`src/rtl/detect_zero_one_pkg.sv`:
```
// Shared encodings for the all-zero / all-one run detector.
// FSM state values and word-class constants used by the classifier.
package detect_zero_one_pkg;

  typedef enum logic [1:0] {
    S_MIX  = 2'd0,
    S_ZERO = 2'd1,
    S_ONE  = 2'd2
  } state_t;

  typedef enum logic [1:0] {
    WC_MIX  = 2'd0,
    WC_ZERO = 2'd1,
    WC_ONE  = 2'd2
  } wclass_t;

endpackage

```
`src/rtl/detect_zero_one_run_counter.sv`:
```
// Saturating run counter with threshold hit pulse and sticky flag; 1-cycle latency.
// No backpressure: inc/restart are acted on at the edge they are presented.
module run_counter #(
  parameter int CNT_W = 4
) (
  input  logic             clk,
  input  logic             rst_n,
  input  logic             clr,
  input  logic             inc,
  input  logic             restart,
  input  logic [CNT_W-1:0] thresh,
  output logic [CNT_W-1:0] cnt,
  output logic             hit,
  output logic             sticky
);

  localparam logic [CNT_W-1:0] CNT_MAX = '1;

  logic [CNT_W-1:0] cnt_nxt;
  logic             hit_nxt;

  // A hit needs a transition into thresh, so a saturated counter parked on
  // thresh, or a thresh lowered below the run, cannot fire again.
  always_comb begin
    cnt_nxt = cnt;
    hit_nxt = 1'b0;
    if (restart) begin
      cnt_nxt = '0;
    end else if (inc) begin
      if (cnt != CNT_MAX) begin
        cnt_nxt = cnt + CNT_W'(1);
      end
      hit_nxt = (thresh != '0) && (cnt_nxt == thresh) && (cnt != thresh);
    end
  end

  always_ff @(posedge clk) begin
    if (!rst_n || clr) begin
      cnt    <= '0;
      hit    <= 1'b0;
      sticky <= 1'b0;
    end else begin
      cnt    <= cnt_nxt;
      hit    <= hit_nxt;
      sticky <= sticky | hit_nxt;
    end
  end

endmodule

```
`src/rtl/detect_zero_one_run.sv`:
```
// Classifies stream words as all-zero/all-one/mixed and tracks run lengths; 1-cycle latency.
// No backpressure: every in_valid word is accepted; in_valid=0 holds all state.
module detect_zero_one_run
  import detect_zero_one_pkg::*;
#(
  parameter int WIDTH = 8,
  parameter int CNT_W = 4
) (
  input  logic             clk,
  input  logic             rst_n,
  input  logic             clr,
  input  logic             in_valid,
  input  logic [WIDTH-1:0] in_data,
  input  logic [CNT_W-1:0] thresh,
  output logic             zero,
  output logic             one,
  output logic [CNT_W-1:0] zero_run,
  output logic [CNT_W-1:0] one_run,
  output logic             zero_hit,
  output logic             one_hit,
  output logic             zero_sticky,
  output logic             one_sticky
);

  wclass_t wc;
  state_t  state, state_nxt;

  always_comb begin
    wc = WC_MIX;
    if (~|in_data) begin
      wc = WC_ZERO;
    end else if (&in_data) begin
      wc = WC_ONE;
    end
  end

  always_comb begin
    state_nxt = state;
    if (in_valid) begin
      case (wc)
        WC_ZERO: state_nxt = S_ZERO;
        WC_ONE:  state_nxt = S_ONE;
        default: state_nxt = S_MIX;
      endcase
    end
  end

  always_ff @(posedge clk) begin
    if (!rst_n || clr) begin
      state <= S_MIX;
    end else begin
      state <= state_nxt;
    end
  end

  // zero/one come straight off the state register, so they are exclusive.
  assign zero = (state == S_ZERO);
  assign one  = (state == S_ONE);

  logic zero_inc, one_inc;

  assign zero_inc = in_valid && (wc == WC_ZERO);
  assign one_inc  = in_valid && (wc == WC_ONE);

  run_counter #(.CNT_W(CNT_W)) u_zero_cnt (
    .clk     (clk),
    .rst_n   (rst_n),
    .clr     (clr),
    .inc     (zero_inc),
    .restart (in_valid && !zero_inc),
    .thresh  (thresh),
    .cnt     (zero_run),
    .hit     (zero_hit),
    .sticky  (zero_sticky)
  );

  run_counter #(.CNT_W(CNT_W)) u_one_cnt (
    .clk     (clk),
    .rst_n   (rst_n),
    .clr     (clr),
    .inc     (one_inc),
    .restart (in_valid && !one_inc),
    .thresh  (thresh),
    .cnt     (one_run),
    .hit     (one_hit),
    .sticky  (one_sticky)
  );

endmodule

```
`config.mk`:
```
export PLATFORM = sky130hd
export DESIGN_NAME = detect_zero_one_run
export DESIGN_NICKNAME = d
export VERILOG_FILES = /design/src/rtl/detect_zero_one_pkg.sv /design/src/rtl/detect_zero_one_run_counter.sv /design/src/rtl/detect_zero_one_run.sv
export SDC_FILE = /design/constraint.sdc
export NUM_CORES = 1
export LEC_CHECK = 0
export CAP_MARGIN = 20
export CELL_PAD_IN_SITES_DETAIL_PLACEMENT = 0
export CELL_PAD_IN_SITES_GLOBAL_PLACEMENT = 1
export CORE_ASPECT_RATIO = 1.1
export CORE_UTILIZATION = 34
export DETAILED_ROUTE_END_ITERATION = 16
export PLACE_DENSITY_LB_ADDON = 0.1
export SETUP_SLACK_MARGIN = 0.5
export SYNTH_ARGS = -nofsm -noshare
export SYNTH_HDL_FRONTEND = slang
export SYNTH_SLANG_ARGS = --single-unit
```
`constraint.sdc`:
```
create_clock -name clk -period 1.9 [get_ports clk]
set_input_delay 0.475 -clock clk [delete_from_list [all_inputs] [get_ports clk]]
set_output_delay 0.475 -clock clk [all_outputs]
set_load 0.02 [all_outputs]
```
=== Word level (Yosys, flattened, before mapping) ===
Index checks and enable logic that the tools add are counted.
W data, S select, Z words.

* Register bits: 14
* Bits of input ports: 16
* Output and inout port bits: 14
* Logic and storage cells: 51

* Add/subtract/negate cells: 2
* Equal/unequal tests: 10
* Mux-type cells: 13
* Bitwise gates (word level): 2
* Reductions and logical operators: 17

{| class="wikitable"
|+ Operators with widths
! cell !! count
|-
| $mux W4 || 6
|-
| $add A4 B1 Y4 const B || 2
|-
| $eq A4 B4 Y1 || 2
|-
| $logic_and A1 B1 Y1 || 8
|-
| $ne A4 B4 Y1 || 2
|-
| $ne A4 B4 Y1 const B || 2
|-
| $reduce_and A8 Y1 || 1
|-
| $reduce_or A8 Y1 || 1
|-
| $eq A2 B1 Y1 const B || 2
|-
| $eq A2 B2 Y1 const B || 2
|-
| $mux W1 || 4
|-
| $mux W2 || 2
|-
| $pmux W2 S2 || 1
|-
| $reduce_bool A4 Y1 || 1
|-
| $reduce_or A2 Y1 || 2
|-
| $logic_not A1 Y1 || 3
|-
| $or A1 B1 Y1 || 2
|-
| $logic_or A1 B1 Y1 || 1
|}

=== Longest topological paths before layout ===
Gate-level depths: netlist (run 1).

* Depth in word-level cells: 14
* Depth in mapped cells: 7
* Gate-level depth less buffers: 6

=== Hierarchy ===
A second synthesis (run 1) with hierarchy kept.

* Cell total of the unflattened synthesis: 118
* Area, all modules: 1014.7 µm²

{| class="wikitable"
|+ Modules (own cells, without submodules)
! module !! times used !! cells each !! area each (µm²) !! sequential area each (µm²)
|-
| run_counter || 2 || 50 || 416.6 || 120.1
|-
| detect_zero_one_run || 1 || 18 || 181.4 || 40.0
|}

=== Least setup slack after synthesis (run 1) ===
Ideal clock, no wire load.

* Path kind: register to register
* Start: register u_one_cnt.cnt[1]
* End: register u_one_cnt.sticky
* Setup time: 0.057 ns
* Arrival time: 1.700 ns
* Data required time: 1.843 ns
* Path slack: 0.143 ns
* Stages on the path, launching flop included: 8
* Path buffers: 1
* Clock period less this slack: 1.757 ns
* Cells stage by stage: dfxtp_1 > ha_1 > buf_2 > nand3_2 > a311o_1 > o221ai_1 > and4bb_1 > a21o_1

* Word-level cells in the longest chain between the ends: 10
* Elaborated cells between the ends (all ways): 12
* Classes of those cells: add/sub (1); eq/ne (3); mux (5); bitwise (1); reduce/logical (2)

{| class="wikitable"
|+ Ends and longest elaborated chain
! item !! line !! text
|-
| start: declaration || detect_zero_one_run_counter.sv:12 || <nowiki>output logic [CNT_W-1:0] cnt,</nowiki>
|-
| start signal: assignment || detect_zero_one_run_counter.sv:43 || <nowiki>cnt <= cnt_nxt;</nowiki>
|-
| $add A4 B1 Y4 / $ne A4 B4 Y1 (equally long branches) || detect_zero_one_run_counter.sv:31, detect_zero_one_run_counter.sv:30 ||
|-
| $mux W4 || detect_zero_one_run_counter.sv:30 || <nowiki>if (cnt != CNT_MAX) begin</nowiki>
|-
| $mux W4 || detect_zero_one_run_counter.sv:29 || <nowiki>end else if (inc) begin</nowiki>
|-
| $mux W4 || detect_zero_one_run_counter.sv:27 || <nowiki>if (restart) begin</nowiki>
|-
| $eq A4 B4 Y1 || detect_zero_one_run_counter.sv:33 || <nowiki>hit_nxt = (thresh != '0) && (cnt_nxt == thresh) && (cnt != thresh);</nowiki>
|-
| $logic_and A1 B1 Y1 || detect_zero_one_run_counter.sv:33 ||
|-
| $logic_and A1 B1 Y1 (*) || detect_zero_one_run_counter.sv:33 ||
|-
| $mux W1 (*) || detect_zero_one_run_counter.sv:29 ||
|-
| $mux W1 (*) || detect_zero_one_run_counter.sv:27 ||
|-
| $or A1 B1 Y1 (*) || detect_zero_one_run_counter.sv:45 || <nowiki>sticky <= sticky | hit_nxt;</nowiki>
|-
| end signal: assignment || detect_zero_one_run_counter.sv:45 ||
|-
| end: declaration || detect_zero_one_run_counter.sv:14 || <nowiki>output logic sticky</nowiki>
|}

Mark *: on every way between the ends. The rest lies on a longest branch, timed or not. The select of a mux whose other input is x is not followed.
A chain may end at the register's enable or synchronous reset.

=== Worst setup path after layout (run 1) ===
* Start: register u_one_cnt.cnt[0]
* End: register u_one_cnt.sticky

The elaborated chain is that of the path after synthesis.

==> results of run 1 <==
area by class of cell:
class	instances	area, um2	area share, %
clock buffers	4	36.3	2.04
flip-flops and latches	14	310	17.5
multi-input cells	93	853	48.1
repair buffers	63	517	29.1
well taps	33	41.3	2.33
inverters	4	17.5	0.987
cell usage in the layout, fill, tap and decap left out, types with 3 or more instances in the layout:
cell type	instances
buf_6	10
buf_2	8
xor2_1	5
xnor2_1	6
dfxtp_2	3
a21oi_1	3
inv_1	3
dfxtp_1	4
o21ai_1	3
dfxtp_4	7
dlygate4sd2_1	4
nor2_1	10
nand4_1	3
buf_4	29
nand2_1	6
clkbuf_4	3
clkbuf_2	4
kinds of logic (layout without fill, tap and decap cells):
family | after synthesis | count (layout) | synth area share, %
compound gates | 23 | 23 | 17.1
mux | 2 | 2 | 1.98
xor+xnor | 12 | 12 | 10.4
buf+inv | 12 | 71 | 7.19
fa+ha+maj | 2 | 2 | 2.48
flops | 14 | 14 | 27.8
simple gates | 54 | 54 | 33.1
flip-flops by register name (all words and copies together) (netlist names):
register / flops
state: 2
u_one_cnt.cnt: 4
u_one_cnt.hit: 1
u_one_cnt.sticky: 1
u_zero_cnt.cnt: 4
u_zero_cnt.hit: 1
u_zero_cnt.sticky: 1
where the power goes:
group	switching [W]	total [W]	leakage (nW)	internal [W]
clock	0.000110	0.000226	0.0210	0.000116
sequential	0.00000667	0.000294	0.120	0.000288
combinational	0.0000675	0.000143	0.588	0.0000756
what timing repair did:
item                       CTS  global route
hold buffers                 0             0
pin swaps                   12            14
setup buffers               17             3
resized for setup          104            44
setup endpoints to repair   28            20
layer usage:
| metal | GRT usage [%] | vias to the layer above |
|---|---|---|
| li1 | - | 547 |
| met1 | 26.2 | 528 |
| met5 | 0 | - |
| met2 | 32.1 | 22 |
| met3 | 2.56 | 2 |
| met4 | 5.64 | 0 |
worst min-delay path by stage:
| stage | end | slack (ns) | depth (start not counted) |
|---|---|---|---|
| after floorplan | state[1] | 0.45 | 2 |
| after global placement | u_one_cnt.sticky | 0.45 | 1 |
| after detailed placement | u_one_cnt.sticky | 0.45 | 1 |
| after CTS | u_one_cnt.sticky | 0.47 | 1 |
| after global routing | u_one_cnt.sticky | 0.50 | 1 |
| final | u_one_cnt.sticky | 0.47 | 1 |
synthesized netlist by cell type (2+ instances only):
master,number,area (um2)
ha_1,2,25.0
nand2_1,10,37.5
and3b_1,2,17.5
nand3_2,2,20.0
buf_4,2,15.0
nand3_1,4,20.0
buf_2,3,15.0
dfxtp_1,14,280
nor2b_1,5,31.3
and3_1,2,12.5
nor2_1,11,41.3
buf_6,2,22.5
xor2_1,5,43.8
inv_1,3,11.3
nor4_2,3,37.5
mux2i_1,2,20.0
a21oi_1,5,25.0
nand4_1,3,18.8
xnor2_1,7,61.3
nor3_1,3,15.0
o21ai_0,7,35.0
or3b_1,2,17.5
per-stage QoR:
step | cells | hold slack (ns)
5_1_grt | 211 | 0.496
3_5_place_dp | 187 | 0.452
4_1_cts | 208 | 0.469
6_report | 211 | 0.466
3_3_place_gp | 187 | 0.449
2_1_floorplan | 119 | 0.449
==> results.toml, run 1 <==
[routing]
wl_met3_um = 101
routed.top_layer = "met4"
vias_per_cell = 5.21
drt-initial-drc-count = 19
wl_um = 3030
first_pass_iters = 4
wl_met1_um = 1410
wl_per_cell_um = 14.4
vias = 1099
drcViolationCount = 0
wl_met2_um = 1500
antenna_left = 0

[timing]
clock.fmax_mhz = 639
maxSlewViolCount = 0
finalCriticalPeriod_ns = 1.56
finClkSkew_ns = 0.00130
final_hold_viol_count = 0
fin_ws_ns = 0.336
slew_headroom_pct = 76.9
rsz0062_at_grt = "yes"
worstMarginPinSlew_ns = 0.344
fin_crit_sh_pct = 82.3
setup_viol = 0
fin_setup_tns_ns = 0

[logic_synthesis]
yosys_most_used_dff = "dfxtp_1"
yosysWarnings = 0
ys_seq_elements = 14
syn-num-nets = 137
avgSynthCellArea_um2 = 8.49
syn-cell-area_um2 = 1010
ys_seq_area_share_pct = 27.8
synth_cell_type_count = 42
synthArstFlopShare_pct = 0
synth_enable_flop_cells = 0
synthCells = 119

[layout]
nNetsFinal = 197
syn2layout_area_growth_pct = 75.8
antenna_cells = 0
final_area_um2 = 1780
n_fill_cell = 259
utilization_pct = 63.3
final_layout_size_suffix_gt1_share_pct = 59.0

[setup_path]
crit_buf_inv = 2
cp_slowest_cell = "dfxtp_4"
cp_top_family = "compound AO/OA/AOI/OAI gates"
timing.critical_path.mode_cell = "buf_4"
r2r-start = "u_one_cnt.cnt[0]"
crit_chain = "buf_4 > xor2_1 > buf_4 > a31oi_1 > o21ai_2 > and4bb_1 > a21o_1"
critical_path.endpoint_type = "flop"
rr_worst_depth = 7
crit_path_start_kind = "flop"
reg2reg_slack_ns = 0.34
cp.required_ns = 2.08
crit_fanout = 5
r2r_end = "u_one_cnt.sticky"
cpPeakStageDelay_ns = 0.37
cp_data_arrival_time_ns = 1.75
crit_end = "u_one_cnt.sticky"
cp_num_cells = 7
crit_type = "reg2reg"
crit_start = "u_one_cnt.cnt[0]"

[global_route]
grt_overflow = 0
grt_pass1_vias = 1042
grt_max_degree = 10
grt_use_total_pct = 19.6
antenna_found_initial = 0
grt_pass1_wl_um = 4620

[place]
dp_hpwl_um = 1930
place_ws_ns = -0.275
port-buffer-count = 29
place_area_um2 = 1470
globalplace.congestion = 0.754

[job]
drv_cap = 0

[worst_hold_path]
hp-class = "reg2reg"
min_from = "u_one_cnt.sticky"

[clock_tree]
cts_buffers = 3
clk_latency_ns = 0.29
htreeDepth = 1
clkTransAtPathRegs_ns = 0.09
tritoncts = "built"
root_buffer = "clkbuf_4"
clock-sinks = 14
clockBufferDepth = 2

[die]
fp.dieArea_um2 = 3190
die_x_um = 54.0
core_um2 = 2800
io_pins = 30
std_cell_rows = 20
start_util_pct = 36.0
die_h_um = 59.2

[power_and_ir_drop]
p_per_area_nw_per_um2 = 374
leakagePower_nw = 0.729
ir_worst_vdd_mv = 0.246
total_power_w = 0.000664

[run_status]
status = "finished, final reports clean"
Note: power is estimated with default switching activity, not from simulation.
==> inputs of run 2 (changes only) <==
--- a/config.mk
+++ b/config.mk
@@ -9,7 +9,7 @@
 export CELL_PAD_IN_SITES_DETAIL_PLACEMENT = 0
 export CELL_PAD_IN_SITES_GLOBAL_PLACEMENT = 1
 export CORE_ASPECT_RATIO = 1.1
-export CORE_UTILIZATION = 34
+export CORE_UTILIZATION = 30
 export DETAILED_ROUTE_END_ITERATION = 16
 export PLACE_DENSITY_LB_ADDON = 0.1
 export SETUP_SLACK_MARGIN = 0.5
==> constraint.sdc (replaced) <==
create_clock -name clk -period 1.4 [get_ports clk]
set_input_delay 0.35 -clock clk [delete_from_list [all_inputs] [get_ports clk]]
set_output_delay 0.35 -clock clk [all_outputs]
set_load 0.02 [all_outputs]
==> results.toml, run 2 (synthesis gave the netlist of run 1 again) <==
[run_status]
status = "finished, violations left"
violations = "design-rule violations, negative setup slack"

[timing]
fin_ws_ns = -0.111
maxSlewViolCount = 0
slew_headroom_pct = 72.9
worstMarginPinSlew_ns = 0.403
finClkSkew_ns = 0.00590
finalCriticalPeriod_ns = 1.51
rsz0062_at_grt = "yes"
setup_viol = 5
final_hold_viol_count = 0
fin_crit_sh_pct = 108
clock.fmax_mhz = 662

[clock_tree]
clk_latency_ns = 0.29
cts_buffers = 3
root_buffer = "clkbuf_4"
clock-sinks = 14
clkTransAtPathRegs_ns = 0.10
postCtsHoldBufs = 0
tritoncts = "built"
htreeDepth = 1
clockBufferDepth = 2

[global_route]
grt_overflow = 0
grt_max_degree = 10
grt_use_total_pct = 18.6
grt_pass1_vias = 1140
antenna_found_initial = 0
grt_pass1_wl_um = 5090

[layout]
antenna_cells = 0
final_layout_size_suffix_gt1_share_pct = 66.5
syn2layout_area_growth_pct = 104
reg_top3 = "u_one_cnt.cnt: 4 flops, u_zero_cnt.cnt: 4 flops, state: 2 flops"
nNetsFinal = 210
utilization_pct = 65.9
n_fill_cell = 260
final_cell_mix = "buf_6, buf_4, nor2_1, dfxtp_4"
final_area_um2 = 2060

[power_and_ir_drop]
leakagePower_nw = 0.835
ir_worst_vdd_mv = 0.258
p_per_area_nw_per_um2 = 431

[setup_path]
cp_data_arrival_time_ns = 1.72
reg2reg_slack_ns = -0.11
r2r-start = "u_zero_cnt.cnt[0]"
cp.required_ns = 1.61
crit_fanout = 3
crit_path_start_kind = "flop"
critical_path.endpoint_type = "flop"
rr_worst_depth = 6
crit_type = "reg2reg"
r2r_end = "u_zero_cnt.sticky"

[routing]
wl_um = 3230
drt-initial-drc-count = 25
wl_per_cell_um = 14.3
vias = 1144
first_pass_iters = 10
drcViolationCount = 2
antenna_left = 0
vias_per_cell = 5.08

[die]
die_h_um = 62.8
std_cell_rows = 21
core_um2 = 3130
fp.dieArea_um2 = 3600
io_pins = 30
die_x_um = 57.3
start_util_pct = 32.3

[worst_hold_path]
min_from = "u_one_cnt.sticky"
hold_depth = 1
hold_path_end = "u_one_cnt.sticky"
hp-class = "reg2reg"

[place]
dp_hpwl_um = 2270
port-buffer-count = 29
place_area_um2 = 1610
globalplace.congestion = 0.810

[job]
drv_cap = 0
run 2: area by class of cell:
| cell class | count | area [um2] | share of cell area (%) |
|---|---|---|---|
| multi-input cells | 93 | 945 | 45.8 |
| repair buffers | 76 | 716 | 34.7 |
| flip-flops and latches | 14 | 317 | 15.4 |
| well taps | 34 | 42.5 | 2.06 |
| inverters | 4 | 15.0 | 0.729 |
| clock inverters | 1 | 3.75 | 0.182 |
| clock buffers | 3 | 22.5 | 1.09 |
run 2: metrics by stage:
step	hold WS, ns	power, W	worst slack [ns]	TNS [ns]	cells
after floorplan	0.478	0.000491	-0.126	-0.289	119
after global placement	0.447	0.000592	-0.678	-7.59	204
after detailed placement	0.446	0.000596	-0.727	-8.47	204
after CTS	0.467	0.000882	-0.101	-0.326	221
after global routing	0.487	0.000932	-0.205	-0.782	225
final	0.461	0.000888	-0.111	-0.376	225
run 2: what timing repair did:
item,CTS,global route
gates resized for setup,157,34
endpoints found under the setup margin,28,28
pin swaps,27,16
setup buffers,13,4
run 2: worst max-delay path, cell delays in order, from the launching register on:
cell and delay [ns]:
dfxtp_4 0.37, buf_6 0.13, xor2_2 0.18, a311oi_2 0.27
a21oi_2 0.05, or2_0 0.22, o31ai_1 0.20
run 2: where the power goes:
group          internal (W)  switching [W]  total (W)
Combinational      0.000130       0.000106   0.000236
Sequential         0.000389     0.00000938   0.000398
Clock              0.000104       0.000150   0.000254
run 2: routing by layer:
metal  part of all wire [%]  up-vias  track usage, %
met3                    1.7        6            1.86
met1                     40      551            20.2
li1                       -      573               -
met4                    1.8        0            8.23
met2                     57       14            35.1
met5                      0        -               0
run 2: how the worst max path moves through the flow:
stage | start | endpoint | slack [ns] | cells past startpoint
after floorplan | u_one_cnt.cnt[1] | u_one_cnt.sticky | -0.13 | 7
after global placement | in_data[2] | u_one_cnt.sticky | -0.68 | 7
after detailed placement | in_data[2] | u_one_cnt.sticky | -0.73 | 7
after CTS | u_one_cnt.cnt[1] | u_one_cnt.sticky | -0.10 | 6
after global routing | u_one_cnt.cnt[0] | u_one_cnt.sticky | -0.21 | 6
final | u_zero_cnt.cnt[0] | u_zero_cnt.sticky | -0.11 | 6
